File: src/rtl/pwm_symbol_decoder.sv
// Hysteresis pulse detector + width counter + restoring divider: symbol = round(width / ref).
// Result strobes CNT_W+2 edges after the falling-crossing sample; pulses starting while busy are dropped.
module pwm_symbol_decoder #(
   parameter int DATA_W    = 16,
   parameter int CNT_W     = 16,
   parameter int SYM_W     = 8,
   parameter int HYST      = 4,
   parameter int MIN_WIDTH = 4
) (
   input  logic                     clock,
   input  logic                     reset_n,
   input  logic                     enable,
   input  logic signed [DATA_W-1:0] ref_in,
   input  logic signed [DATA_W-1:0] data_in,
   output logic [SYM_W-1:0]         decoded_symbol,
   output logic                     symbol_valid,
   output logic [CNT_W-1:0]         width_out,
   output logic                     overflow,
   output logic                     busy,
   output logic                     sym_dropped
);

   localparam int NUM_W  = CNT_W + 1;
   localparam int ITER_W = $clog2(NUM_W + 1);
   localparam logic signed [DATA_W-1:0] HYST_POS = DATA_W'(HYST);
   localparam logic signed [DATA_W-1:0] HYST_NEG = -HYST_POS;
   localparam logic [NUM_W-1:0] SYM_MAX = NUM_W'((1 << SYM_W) - 1);
   localparam logic [CNT_W-1:0] CNT_MAX = '1;
   localparam logic [CNT_W-1:0] MIN_W   = CNT_W'(MIN_WIDTH);

   typedef enum logic [2:0] {IDLE, ARMED, MEASURE, DIVIDE, OUTPUT} state_t;

   state_t              state_q, state_d;
   logic                lvl_q, lvl_d;
   logic [CNT_W-1:0]    cnt_q, cnt_d;
   logic                ovf_q, ovf_d;
   logic [CNT_W-1:0]    width_q, width_d;
   logic [DATA_W-1:0]   ref_q, ref_d;
   // Numerator bits shift out of the top while quotient bits shift in at the bottom.
   logic [NUM_W-1:0]    shreg_q, shreg_d;
   logic [DATA_W-1:0]   rem_q, rem_d;
   logic [ITER_W-1:0]   iter_q, iter_d;
   logic [SYM_W-1:0]    sym_q, sym_d;
   logic                vld_q, vld_d;
   logic [CNT_W-1:0]    wout_q, wout_d;
   logic                ovf_out_q, ovf_out_d;
   logic                drop_q, drop_d;

   logic                hi_smp, lo_smp, rise, fall, ref_ok, ge;
   logic [DATA_W:0]     rem_sh, div_ext;

   assign hi_smp  = (data_in >= HYST_POS);
   assign lo_smp  = (data_in <= HYST_NEG);
   assign rise    = enable && !lvl_q && hi_smp;
   assign fall    = enable && lvl_q && lo_smp;
   assign ref_ok  = !ref_q[DATA_W-1] && (ref_q != '0);
   assign rem_sh  = {rem_q, shreg_q[NUM_W-1]};
   assign div_ext = {1'b0, ref_q};
   assign ge      = (rem_sh >= div_ext);

   always_comb begin
      state_d   = state_q;
      lvl_d     = lvl_q;
      cnt_d     = cnt_q;
      ovf_d     = ovf_q;
      width_d   = width_q;
      ref_d     = ref_q;
      shreg_d   = shreg_q;
      rem_d     = rem_q;
      iter_d    = iter_q;
      sym_d     = sym_q;
      vld_d     = 1'b0;
      wout_d    = wout_q;
      ovf_out_d = ovf_out_q;
      drop_d    = 1'b0;

      if (enable) begin
         if (hi_smp)      lvl_d = 1'b1;
         else if (lo_smp) lvl_d = 1'b0;
      end

      case (state_q)
         IDLE: begin
            // Only a fresh low sample arms, so a pulse already in flight is never measured.
            if (enable && lo_smp) state_d = ARMED;
         end
         ARMED: begin
            if (rise) begin
               cnt_d   = CNT_W'(1);
               ovf_d   = 1'b0;
               state_d = MEASURE;
            end
         end
         MEASURE: begin
            if (fall) begin
               if (cnt_q < MIN_W) begin
                  state_d = ARMED;
               end else begin
                  width_d = cnt_q;
                  ref_d   = ref_in;
                  shreg_d = {1'b0, cnt_q} + NUM_W'(ref_in[DATA_W-1:1]);
                  rem_d   = '0;
                  iter_d  = '0;
                  state_d = DIVIDE;
               end
            end else if (enable) begin
               if (cnt_q == CNT_MAX) ovf_d = 1'b1;
               else                  cnt_d = cnt_q + 1'b1;
            end
         end
         DIVIDE: begin
            drop_d = rise;
            if (ref_ok) begin
               rem_d   = DATA_W'(ge ? (rem_sh - div_ext) : rem_sh);
               shreg_d = {shreg_q[NUM_W-2:0], ge};
            end else begin
               shreg_d = '1;
               ovf_d   = 1'b1;
            end
            iter_d = iter_q + 1'b1;
            if (iter_q == ITER_W'(NUM_W - 1)) state_d = OUTPUT;
         end
         OUTPUT: begin
            drop_d    = rise;
            vld_d     = 1'b1;
            wout_d    = width_q;
            sym_d     = (shreg_q > SYM_MAX) ? SYM_MAX[SYM_W-1:0] : shreg_q[SYM_W-1:0];
            ovf_out_d = ovf_q || (shreg_q > SYM_MAX);
            state_d   = lvl_d ? IDLE : ARMED;
         end
         default: state_d = IDLE;
      endcase
   end

   always_ff @(posedge clock or negedge reset_n) begin
      if (!reset_n) begin
         state_q   <= IDLE;
         lvl_q     <= 1'b0;
         cnt_q     <= '0;
         ovf_q     <= 1'b0;
         width_q   <= '0;
         ref_q     <= '0;
         shreg_q   <= '0;
         rem_q     <= '0;
         iter_q    <= '0;
         sym_q     <= '0;
         vld_q     <= 1'b0;
         wout_q    <= '0;
         ovf_out_q <= 1'b0;
         drop_q    <= 1'b0;
      end else begin
         state_q   <= state_d;
         lvl_q     <= lvl_d;
         cnt_q     <= cnt_d;
         ovf_q     <= ovf_d;
         width_q   <= width_d;
         ref_q     <= ref_d;
         shreg_q   <= shreg_d;
         rem_q     <= rem_d;
         iter_q    <= iter_d;
         sym_q     <= sym_d;
         vld_q     <= vld_d;
         wout_q    <= wout_d;
         ovf_out_q <= ovf_out_d;
         drop_q    <= drop_d;
      end
   end

   assign decoded_symbol = sym_q;
   assign symbol_valid   = vld_q;
   assign width_out      = wout_q;
   assign overflow       = ovf_out_q;
   assign busy           = (state_q == DIVIDE) || (state_q == OUTPUT);
   assign sym_dropped    = drop_q;

endmodule
File: config.mk
export PLATFORM = sky130hd
export DESIGN_NAME = pwm_symbol_decoder
export DESIGN_NICKNAME = d
export VERILOG_FILES = /design/src/rtl/pwm_symbol_decoder.sv
export SDC_FILE = /design/constraint.sdc
export NUM_CORES = 1
export LEC_CHECK = 0
export BUFFER_PORTS_ARGS = -buffer_cell sky130_fd_sc_hd__buf_2
export CORE_MARGIN = 4
export CORE_UTILIZATION = 30
export CTS_CLUSTER_SIZE = 28
export DETAILED_ROUTE_END_ITERATION = 8
export HOLD_SLACK_MARGIN = 0.08
export SYNTH_ARGS = -nofsm -noshare
export SYNTH_HDL_FRONTEND = slang
export SYNTH_SLANG_ARGS = --single-unit
File: constraint.sdc
create_clock -name clock -period 2.7 [get_ports clock]
set_input_delay 0.135 -clock clock [delete_from_list [all_inputs] [get_ports clock]]
set_output_delay 0.135 -clock clock [all_outputs]
set_load 0.02 [all_outputs]
==> key figures, run 1 <==
Worst setup path
  • Delay of the slowest critical-path stage: 0.40 ns
  • Worst reg2reg startpoint: shreg_q[16]$_DFFE_PN0P_
  • Worst Path Max Fanout: 3
  • Slowest cell on crit path: fa_1
  • End point of the critical path: rem_q[14]$_DFFE_PN0P_
  • Worst-path cell chain: inv_1 > ha_1 > fa_1 > nand2b_1 > a211oi_1 > o31ai_1 > a21o_1 > a32oi_1 > and4_1 > o32ai_1
  • Required time reported for the critical path endpoint: 2.99 ns
  • Launching instance or port of the critical path: shreg_q[16]$_DFFE_PN0P_
  • Length in cells of the worst reg-to-reg path: 10
  • Arrival time reported for the critical path endpoint: 2.80 ns
  • Category of the critical setup timing path: reg -> reg
  • Worst R2R Setup Slack: between 0.15 and 0.2 ns
  • Worst R2R End: rem_q[14]$_DFFE_PN0P_
  • Setup crit start kind: flop
  • Endpoint class of the critical path: flop

Detailed routing
  • Final antenna-violating net count: 0
  • Sum of routed wire length over all layers: 17540 um
  • Number of design rule violations left after detail routing: 0
  • First-pass iteration count of the detailed router: 4
  • Average routed wire per standard cell: 15.86 um
  • DRC marker count from the first detailed-route iteration: 250
  • Ratio of routed vias to standard cells: 5.068
  • Via Count: around 5.6k

Floorplanning
  • Initial core utilization: 30.69%
  • Cell row count: 54
  • Core area: 22030 um^2
  • I/O Pins: 63
  • Horizontal die dimension: 158.1 um
  • Die ar.: 25000 um^2
  • Die Span Y: around 160 um

Synth
  • Ys async rst share: 100.0%
  • FF+latch count, synth: between 100 and 150
  • Number of enable flip-flop cells after synthesis: 0
  • Number of cells produced by synthesis: 733
  • Distinct cell type count after synthesis: just under 70
  • Syn Nets: 804
  • Avg Synthesized Cell Area: slightly above 9 um^2
  • Sequential cell area fraction in the yosys report: 43.68%
  • Most frequently used flop master after synthesis: dfrtp_1
  • Yosys Warn Count: 0
  • Area of the mapped netlist: 6760 um^2

Power
  • Pwr dens: just over 1000 nW/um^2
  • Leakage power of the design: 3.952 nW
  • Worst IR Drop VDD: 0.3514 mV

STA
  • Transition time at the pin with the least slew margin: 0.6720 ns
  • Final setup violation count: 0
  • Worst hold margin: 0.1495 ns
  • Setup slack after layout: 0.1854 ns
  • Setup TNS: 0 ns
  • Achievable Freq: 397.7 MHz
  • Setup Skew: around 0.010 ns
  • Setup repair after global routing missed its margin: no
  • Fin crit share: 93.13%
  • Max-slew headroom at the worst pin: 54.04%
  • Count of final hold-check violations: 0
  • Tmin final: 2.515 ns
  • Pins over their slew limit: 0

GRT
  • Via count of the first global-routing pass: 5543
  • GRT Total Usage: 14.60%
  • Wire length of the first global-routing pass: 28860 um
  • Sum of overflow across all layers after global routing: 0
  • Pin count of the biggest net entering global routing: 60
  • Antenna violations before repair: 0

Job
  • Max cap viols: 0

Placement
  • Detailed-placement wirelength estimate: 12970 um
  • Total of buffers placed on input and output ports: 62
  • RD Place Congestion: 0.8519
  • Cell area after placement: 7435 um^2
  • Pre-CTS WS: between 0.2 and 0.25 ns

Worst hold path
  • Hold WC Path Type: in -> reg

Layout
  • Utilization after layout: a little under two fifths
  • Total non-filler cell area in the finished layout: around 8200 um^2
  • Antenna cell count: 0
  • Signed area change from the synthesized netlist to the final layout: 21.67%
  • Fraction of layout cells with a size suffix above 1: 16.83%
  • Total number of nets in the final design: 885

CTS
  • CTS tree: built
  • Root Buffer Master: clkbuf_16
  • Clk slew on worst S/H paths: roughly 0.05 ns
  • Total CTS buffers: 17
  • Clock sink count: 118
  • Setup Fix Bufs, Post-CTS: 0
  • Maximum root-to-sink buffer count: 2
  • Clock insertion delay at the later pin of the skew report: 0.42 ns
  • H-tree depth: 4

Run status
  • Run status: finished clean
==> sequential cells by signal, indices dropped and copies added, names as in the netlist, 3 cells and up <==
| register | count |
|---|---|
| state_q | 3 |
| decoded_symbol | 8 |
| width_q | 16 |
| width_out | 16 |
| ref_q | 16 |
| rem_q | 16 |
| cnt_q | 16 |
| iter_q | 5 |
| shreg_q | 17 |
==> power by group <==
| group | leakage, nW | internal [W] | switching, W |
|---|---|---|---|
| Clock | 0.299 | 0.00154 | 0.000806 |
| Sequential | 1.51 | 0.00226 | 0.000435 |
| Combinational | 2.14 | 0.00146 | 0.00197 |
==> stage by stage <==
stage	std cells	power, W
floorplan	733	0.005214
global route	1106	0.009101
detailed placement	1058	0.006105
global placement	1058	0.006066
CTS	1106	0.008517
finish	1106	0.008474
==> cells by family (layout without fill, tap and decap cells) <==
group | count (synthesis) | count (layout) | share of synthesized area [%]
AO/OA/AOI/OAI | 179 | 179 | 17.25
flip-flops | 118 | 118 | 43.68
XOR/XNOR | 38 | 38 | 4.923
adder cells (fa/ha/maj) | 36 | 36 | 6.885
multiplexers | 29 | 29 | 4.627
AND/OR/NAND/NOR | 273 | 273 | 19.01
buffers and inverters | 60 | 153 | 3.628
==> layer usage <==
layer / vias to the layer above / GRT usage [%] / share of wire [%]
met1: 2698 / 19.67 / 48
met2: 94 / 23.29 / 46
li1: 2792 / - / -
met4: 0 / 4.549 / 1.6
met5: - / 0 / 0
met3: 21 / 3.527 / 4.3
==> worst max-delay path, delay by kind of cell, from the launching register on <==
kind                     cells  cell delay, ns
AO/OA/AOI/OAI                5            0.97
flip-flops                   1            0.36
adder cells (fa/ha/maj)      2            0.61
AND/OR/NAND/NOR              2            0.38
buffers and inverters        1            0.07
==> synth_stat cells (all sizes together), types with 4 or more instances <==
master	instances	area [um^2]
nand2	120	450.4
dfrtp	118	2953
o21ai	66	330.3
nor2	43	161.4
ha	34	425.4
nand3	33	165.2
a21oi	28	143.9
inv	26	97.59
xor2	23	201.4
clkbuf	22	82.58
mux2	18	202.7
xnor2	15	131.4
o22ai	14	87.58
a21o	13	97.59
and3	13	81.33
buf	12	65.06
nor3	12	70.07
mux2i	11	110.1
nand4	11	68.82
nor4	11	68.82
o22a	9	78.83
nand2b	6	37.54
a211oi	5	55.05
a31oi	5	31.28
and4	5	43.79
and2	4	25.02
nor2b	4	25.02
o21a	4	30.03
==> timing repair <==
item / in CTS / in global routing
endpoints found under the hold margin: 45 / 0
resized for setup: 0 / 2
endpoints found under the setup margin: 0 / 2
hold buffers: 17 / 0
==> layout by cell type, fill, tap and decap left out, types with 14 or more instances in the layout <==
cell type        n
a21oi_1         27
buf_2           61
buf_4           16
clkbuf_16       17
dfrtp_1        118
dlygate4sd3_1   17
ha_1            34
inv_1           26
mux2_2          17
nand2_1        120
nand3_1         32
nor2_1          43
o21ai_0         48
o21ai_1         18
o22ai_1         14
xnor2_1         15
xor2_1          23
==> how the worst min path moves through the flow <==
| stage | to | from | cells after the start | slack [ns] |
|---|---|---|---|---|
| after floorplan | cnt_q[0]$_DFFE_PN0P_ | reset_n | 0 | -0.16 |
| after global placement | symbol_valid$_DFF_PN0_ | reset_n | 1 | 0.11 |
| after detailed placement | decoded_symbol[6]$_DFFE_PN0P_ | reset_n | 1 | 0.11 |
| after CTS | lvl_q$_DFF_PN0_ | enable | 3 | 0.12 |
| after global routing | lvl_q$_DFF_PN0_ | enable | 3 | 0.18 |
| final | lvl_q$_DFF_PN0_ | enable | 3 | 0.15 |
==> cell type report <==
type | instances | area (um^2)
fill | 2225 | 13800
multi-input combinational | 555 | 3580
sequential | 118 | 2953
timing repair buffer | 96 | 635.6
clock buffer | 23 | 488.0
tap | 280 | 350.3
clock inverter | 8 | 121.4
inverter | 26 | 97.59
Power figures use the tool's default switching activity.
==> inputs of run 2 (changes only) <==
==> constraint.sdc (replaced) <==
create_clock -name clock -period 3.05 [get_ports clock]
set_input_delay 0.1525 -clock clock [delete_from_list [all_inputs] [get_ports clock]]
set_output_delay 0.1525 -clock clock [all_outputs]
set_load 0.02 [all_outputs]
==> key figures, run 2 (synthesized netlist as in run 1, its figures left out) <==
CTS
  • Maximum root-to-sink buffer count: 2
  • Clock sink count: about 120
  • Total CTS buffers: 17
  • Setup Fix Bufs, Post-CTS: 0
  • Clk slew on worst S/H paths: 0.05 ns
  • Clock insertion delay at the later pin of the skew report: 0.42 ns
  • H-tree depth: 4
  • CTS tree: built
  • Root Buffer Master: clkbuf_16

Layout
  • Commonest non-fill, non-tap cells in the layout: nand2_1, dfrtp_1, buf_2
  • Number of flip-flops in the largest register: 17
  • Signed area change from the synthesized netlist to the final layout: 20.53%
  • Total number of nets in the final design: 881
  • Most common cell after layout, fill and taps aside: nand2_1
  • Antenna cell count: 0
  • Register name with the most flops: shreg_q
  • Fraction of layout cells with a size suffix above 1: roughly 16%

Power
  • Leakage power of the design: about 3.9 nW
  • Combinational power share: 40.5%
  • Internal power of the cells: 0.004547 W
  • Clock network fraction of total power: 27.0%
  • Pwr dens: between 900 and 1000 nW/um^2
  • Worst IR Drop VDD: 0.3776 mV
  • Power share of the sequential group: 32.5%
  • Net switching fraction of the power: between 30% and 40%
  • Switching power of the nets: 0.002819 W

Floorplanning
  • Cell row count: 54
  • Initial core utilization: 30.69%
  • Die ar.: 25000 um^2
  • Horizontal die dimension: 158.1 um
  • I/O Pins: 63
  • Core area: 22030 um^2
  • Die Span Y: between 150 and 200 um

Detailed routing
  • Via Count: 5588
  • Final antenna-violating net count: 0
  • Number of design rule violations left after detail routing: 0
  • DRC marker count from the first detailed-route iteration: around 260
  • Ratio of routed vias to standard cells: about 5.1
  • First-pass iteration count of the detailed router: 5
  • Sum of routed wire length over all layers: 17610 um
  • Average routed wire per standard cell: 15.98 um

Worst setup path
  • Arrival time reported for the critical path endpoint: ~2.8 ns
  • Required time reported for the critical path endpoint: 3.34 ns
  • Worst Path Max Fanout: 6
  • Category of the critical setup timing path: reg -> reg
  • Endpoint class of the critical path: flop
  • Setup crit start kind: flop

Run status
  • Run status: finished clean

STA
  • Setup repair after global routing missed its margin: no
  • Setup TNS: 0 ns
  • Pins over their slew limit: 0
  • Final setup violation count: 0
  • Fin crit share: 83.45%
  • Setup Skew: between 0.008 and 0.009 ns
  • Max-slew headroom at the worst pin: 51.59%
  • Tmin final: between 2 and 3 ns
  • Count of final hold-check violations: 0
  • Transition time at the pin with the least slew margin: 0.7244 ns
  • Achievable Freq: 392.9 MHz
  • Worst hold margin: 0.1403 ns

GRT
  • Wire length of the first global-routing pass: 28900 um
  • GRT Total Usage: roughly 15%
  • Sum of overflow across all layers after global routing: 0
  • Pin count of the biggest net entering global routing: 55
  • Via count of the first global-routing pass: about 5.5k
  • Antenna violations before repair: 0

Placement
  • RD Place Congestion: 0.8486
  • Total of buffers placed on input and output ports: 62
  • Detailed-placement wirelength estimate: approximately 13000 um

Job
  • Max cap viols: 0

Worst hold path
  • Hold WC Path Type: in -> reg
run 2: per-layer routing:
layer	vias up	wire length (um)	track usage, %
met3	21	709	3.280
met2	118	8180	23.61
met4	0	293	4.793
met1	2668	8424	19.76
met5	-	0	0
li1	2781	-	-
run 2: worst max-delay path, stage by stage (launching register included):
cell and delay, ns:
dfrtp_1 0.44, ha_1 0.25, fa_1 0.41, a21o_1 0.19, nand4_1 0.13, a21oi_1 0.09
a211o_1 0.33, a221o_1 0.36, a21oi_1 0.15, o31ai_1 0.07
run 2: power by group through the flow:
| stage | clock [W] | sequential (W) | combinational [W] |
|---|---|---|---|
| after floorplan | 0 | 0.00231 | 0.00230 |
| after global placement | 0 | 0.00241 | 0.00293 |
| after detailed placement | 0 | 0.00241 | 0.00297 |
| after CTS | 0.00203 | 0.00239 | 0.00299 |
| after global routing | 0.00211 | 0.00246 | 0.00339 |
| final | 0.00199 | 0.00239 | 0.00298 |
run 2: metrics by stage:
| step | worst slack, ns | cells | utilization, % | instance area, um^2 | power, W |
|---|---|---|---|---|---|
| 2_1_floorplan | 0.6743 | 733 | - | 6760 | 0.004616 |
| 3_3_place_gp | 0.5681 | 1054 | 33.56 | 7392 | 0.005341 |
| 3_5_place_dp | 0.5364 | 1054 | 33.56 | 7392 | 0.005378 |
| 4_1_cts | 0.5144 | 1102 | 36.99 | 8148 | 0.007419 |
| 5_1_grt | 0.2885 | 1102 | 36.99 | 8148 | 0.007962 |
| 6_report | 0.5048 | 1102 | 36.99 | 8148 | 0.007366 |
run 2: final timing paths:
check,start,endpoint,slack [ns],depth (start not counted)
min reg2reg,width_q[9]$_DFFE_PN0P_,width_q[9]$_DFFE_PN0P_,0.47,2
max,cnt_q[0]$_DFFE_PN0P_,shreg_q[16]$_DFFE_PN0P_,0.50,9
max reg2reg,cnt_q[0]$_DFFE_PN0P_,shreg_q[16]$_DFFE_PN0P_,0.50,9
min,enable,lvl_q$_DFF_PN0_,0.14,3
min in group asynchronous,reset_n,symbol_valid$_DFF_PN0_,0.34,2
max in group asynchronous,reset_n,width_out[5]$_DFFE_PN0P_,1.96,3
run 2: what timing repair did:
item	CTS	global route
hold buffers	17	0
hold endpoints to repair	66	0
gates resized for setup	0	0
run 2: final cells by class:
| cell class | instances | area, um^2 |
|---|---|---|
| Clock buffer | 23 | 488.0 |
| Clock inverter | 8 | 97.59 |
| Fill cell | 2194 | 13880 |
| Inverter | 26 | 97.59 |
| Multi-Input combinational cell | 555 | 3568 |
| Sequential cell | 118 | 2953 |
| Tap cell | 280 | 350.3 |
| Timing Repair Buffer | 92 | 593.1 |
==> inputs of run 3 (changes only) <==
--- a/config.mk
+++ b/config.mk
@@ -5,6 +5,7 @@
 export SDC_FILE = /design/constraint.sdc
 export NUM_CORES = 1
 export LEC_CHECK = 0
+export ABC_AREA = 1
 export BUFFER_PORTS_ARGS = -buffer_cell sky130_fd_sc_hd__buf_2
 export CORE_MARGIN = 4
 export CORE_UTILIZATION = 30
==> constraint.sdc (replaced) <==
create_clock -name clock -period 2.57 [get_ports clock]
set_input_delay 0.1285 -clock clock [delete_from_list [all_inputs] [get_ports clock]]
set_output_delay 0.1285 -clock clock [all_outputs]
set_load 0.02 [all_outputs]
==> key figures, run 3 <==
Run status
  • Run status: finished clean

CTS
  • Maximum root-to-sink buffer count: 2
  • H-tree depth: 4
  • CTS tree: built
  • Clk slew on worst S/H paths: ~0.06 ns
  • Clock sink count: 118
  • Root Buffer Master: clkbuf_16
  • Total CTS buffers: 17
  • Clock insertion delay at the later pin of the skew report: 0.42 ns
  • Setup Fix Bufs, Post-CTS: 0

Power
  • Clock network fraction of total power: 28.3%
  • Power share of the sequential group: 29.7%
  • Net switching fraction of the power: 41.01%
  • Switching power of the nets: between 0.003 and 0.004 W
  • Combinational power share: 42.0%
  • Internal power of the cells: 0.004899 W
  • Pwr dens: 908.3 nW/um^2
  • Leakage power of the design: about 4.8 nW
  • Worst IR Drop VDD: roughly 0.35 mV

STA
  • Pins over their slew limit: 0
  • Setup Skew: 0.02194 ns
  • Tmin final: between 2 and 2.5 ns
  • Achievable Freq: around 440 MHz
  • Max-slew headroom at the worst pin: 44.41%
  • Fin crit share: 88.21%
  • Setup TNS: 0 ns
  • Transition time at the pin with the least slew margin: 0.8330 ns
  • Worst hold margin: 0.1143 ns
  • Final setup violation count: 0
  • Setup repair after global routing missed its margin: no
  • Count of final hold-check violations: 0

Detailed routing
  • Via Count: 7264
  • Sum of routed wire length over all layers: 21540 um
  • First-pass iteration count of the detailed router: 7
  • Number of design rule violations left after detail routing: 0
  • Average routed wire per standard cell: roughly 14 um
  • Final antenna-violating net count: 0
  • DRC marker count from the first detailed-route iteration: ~470
  • Ratio of routed vias to standard cells: 4.732

Floorplanning
  • Horizontal die dimension: 168.0 um
  • Initial core utilization: 30.49%
  • I/O Pins: 63
  • Core area: approximately 25000 um^2
  • Cell row count: 58
  • Die Span Y: 168.0 um
  • Die ar.: 28210 um^2

GRT
  • Via count of the first global-routing pass: 7113
  • Pin count of the biggest net entering global routing: 53
  • GRT Total Usage: 15.64%
  • Wire length of the first global-routing pass: 36140 um
  • Sum of overflow across all layers after global routing: 0
  • Antenna violations before repair: 0

Synth
  • Avg Synthesized Cell Area: ~6.9 um^2
  • FF+latch count, synth: 118
  • Largest area contributor in the synthesized netlist: dfrtp_1
  • Distinct cell type count after synthesis: 36
  • Most used standard cells in the synthesized netlist: nand2_1, nor2_1, inv_1, dfrtp_1, nand3_1
  • Syn Nets: 1179
  • Area of the mapped netlist: 7677 um^2
  • Ys async rst share: 100.0%
  • Yosys Warn Count: 0
  • Number of enable flip-flop cells after synthesis: 0
  • Number of cells produced by synthesis: 1108
  • Sequential cell area fraction in the yosys report: approximately two fifths
  • Dominant cell by count in the synthesized netlist: nand2_1
  • Share of Yosys cell area claimed by the top area cell type: 38.46%
  • Cell types with the largest area share after synthesis: dfrtp_1, nand2_1, nand3_1, nor2_1, inv_1
  • Most frequently used flop master after synthesis: dfrtp_1

Worst setup path
  • Length in cells of the worst reg-to-reg path: 12
  • Endpoint class of the critical path: flop
  • Setup crit start kind: flop
  • Arrival time reported for the critical path endpoint: between 2 and 3 ns
  • Category of the critical setup timing path: reg -> reg
  • Required time reported for the critical path endpoint: 2.87 ns
  • Worst Path Max Fanout: 8

Job
  • Max cap viols: 0

Layout
  • Register name with the most flops: shreg_q
  • Most common cell after layout, fill and taps aside: nand2_1
  • Signed area change from the synthesized netlist to the final layout: 19.08%
  • Commonest non-fill, non-tap cells in the layout: nand2_1, inv_1, nor2_1
  • Number of flip-flops in the largest register: 17
  • Number of inserted filler cells in the final layout: 2735
  • Antenna cell count: 0
  • Total number of nets in the final design: 1264
  • Fraction of layout cells with a size suffix above 1: a little over a tenth

Placement
  • RD Place Congestion: ~0.9
  • Detailed-placement wirelength estimate: 16100 um
  • Total of buffers placed on input and output ports: 62

Worst hold path
  • Cells on Worst Hold Path: 3
  • Hold WC Path Type: in -> reg
## run 3: power by group through the flow
stage	clock network (W)	registers [W]	logic, W
2_1_floorplan	0	0.00252	0.00254
3_3_place_gp	0	0.00249	0.00347
3_5_place_dp	0	0.00249	0.00349
4_1_cts	0.00240	0.00247	0.00353
5_1_grt	0.00249	0.00252	0.00400
6_report	0.00235	0.00247	0.00349
## run 3: timing repair
action / CTS / global route
hold buffers: 18 / 0
endpoints found under the setup margin: 0 / 0
hold endpoints to repair: 62 / 0
gates resized for setup: 0 / 0
## run 3: path summary, 6_finish.rpt
check	slack, ns	from	endpoint
hold / removal	0.11	ref_in[2]	ref_q[2]$_DFFE_PN0P_
max in group asynchronous	1.56	reset_n	ref_q[2]$_DFFE_PN0P_
min in group asynchronous	0.26	reset_n	cnt_q[12]$_DFFE_PN0P_
hold reg to reg	0.46	width_out[8]$_DFFE_PN0P_	width_out[8]$_DFFE_PN0P_
setup reg to reg	0.30	cnt_q[0]$_DFFE_PN0P_	shreg_q[10]$_DFFE_PN0P_
setup / recovery	0.30	cnt_q[0]$_DFFE_PN0P_	shreg_q[10]$_DFFE_PN0P_
## run 3: kinds of logic (layout without fill, tap and decap cells)
kind of cell	count (synthesis)	after routing	share of synthesized area (%)
AND/OR/NAND/NOR	681	681	38.28
buffers and inverters	154	251	8.181
flip-flops	118	118	38.46
AO/OA/AOI/OAI	101	101	6.959
adder cells (fa/ha/maj)	36	36	6.063
XOR/XNOR	18	18	2.053
## run 3: cell type report
class / count / area [um^2] / area share, %
clock buffers: 20 / 456.7 / 4.995
well taps: 330 / 412.9 / 4.516
clock inverters: 11 / 126.4 / 1.382
inverters: 123 / 461.7 / 5.050
repair buffers: 97 / 633.1 / 6.925
flip-flops and latches: 118 / 2953 / 32.30
multi-input cells: 836 / 4099 / 44.83
## run 3: critical path, stage by stage (launching register included)
cell	delay (ns)
dfrtp_1	0.53
ha_1	0.31
fa_1	0.44
nand2_1	0.09
nand2_1	0.06
nand3_1	0.06
nand2_1	0.12
nand2_1	0.14
nor2_1	0.05
o21bai_1	0.12
nand3_1	0.11
nand2_1	0.08
nand2_1	0.05
## run 3: routing by layer
layer	global-route usage (%)	part of all wire, %
met2	26.48	49
met4	3.564	1.0
met5	0	0
met1	20.83	46
met3	2.935	4.3
## run 3: per-stage QoR
step | worst slack, ns | instances | total power, W | utilization, % | instance area, um^2
2_1_floorplan | 0.6858 | 1108 | 0.005059 | - | 7677
3_3_place_gp | 0.3553 | 1486 | 0.005953 | 33.28 | 8379
3_5_place_dp | 0.3371 | 1486 | 0.005982 | 33.28 | 8379
4_1_cts | 0.3221 | 1535 | 0.008399 | 36.31 | 9143
5_1_grt | 0.1065 | 1535 | 0.009000 | 36.31 | 9143
6_report | 0.3031 | 1535 | 0.008304 | 36.31 | 9143
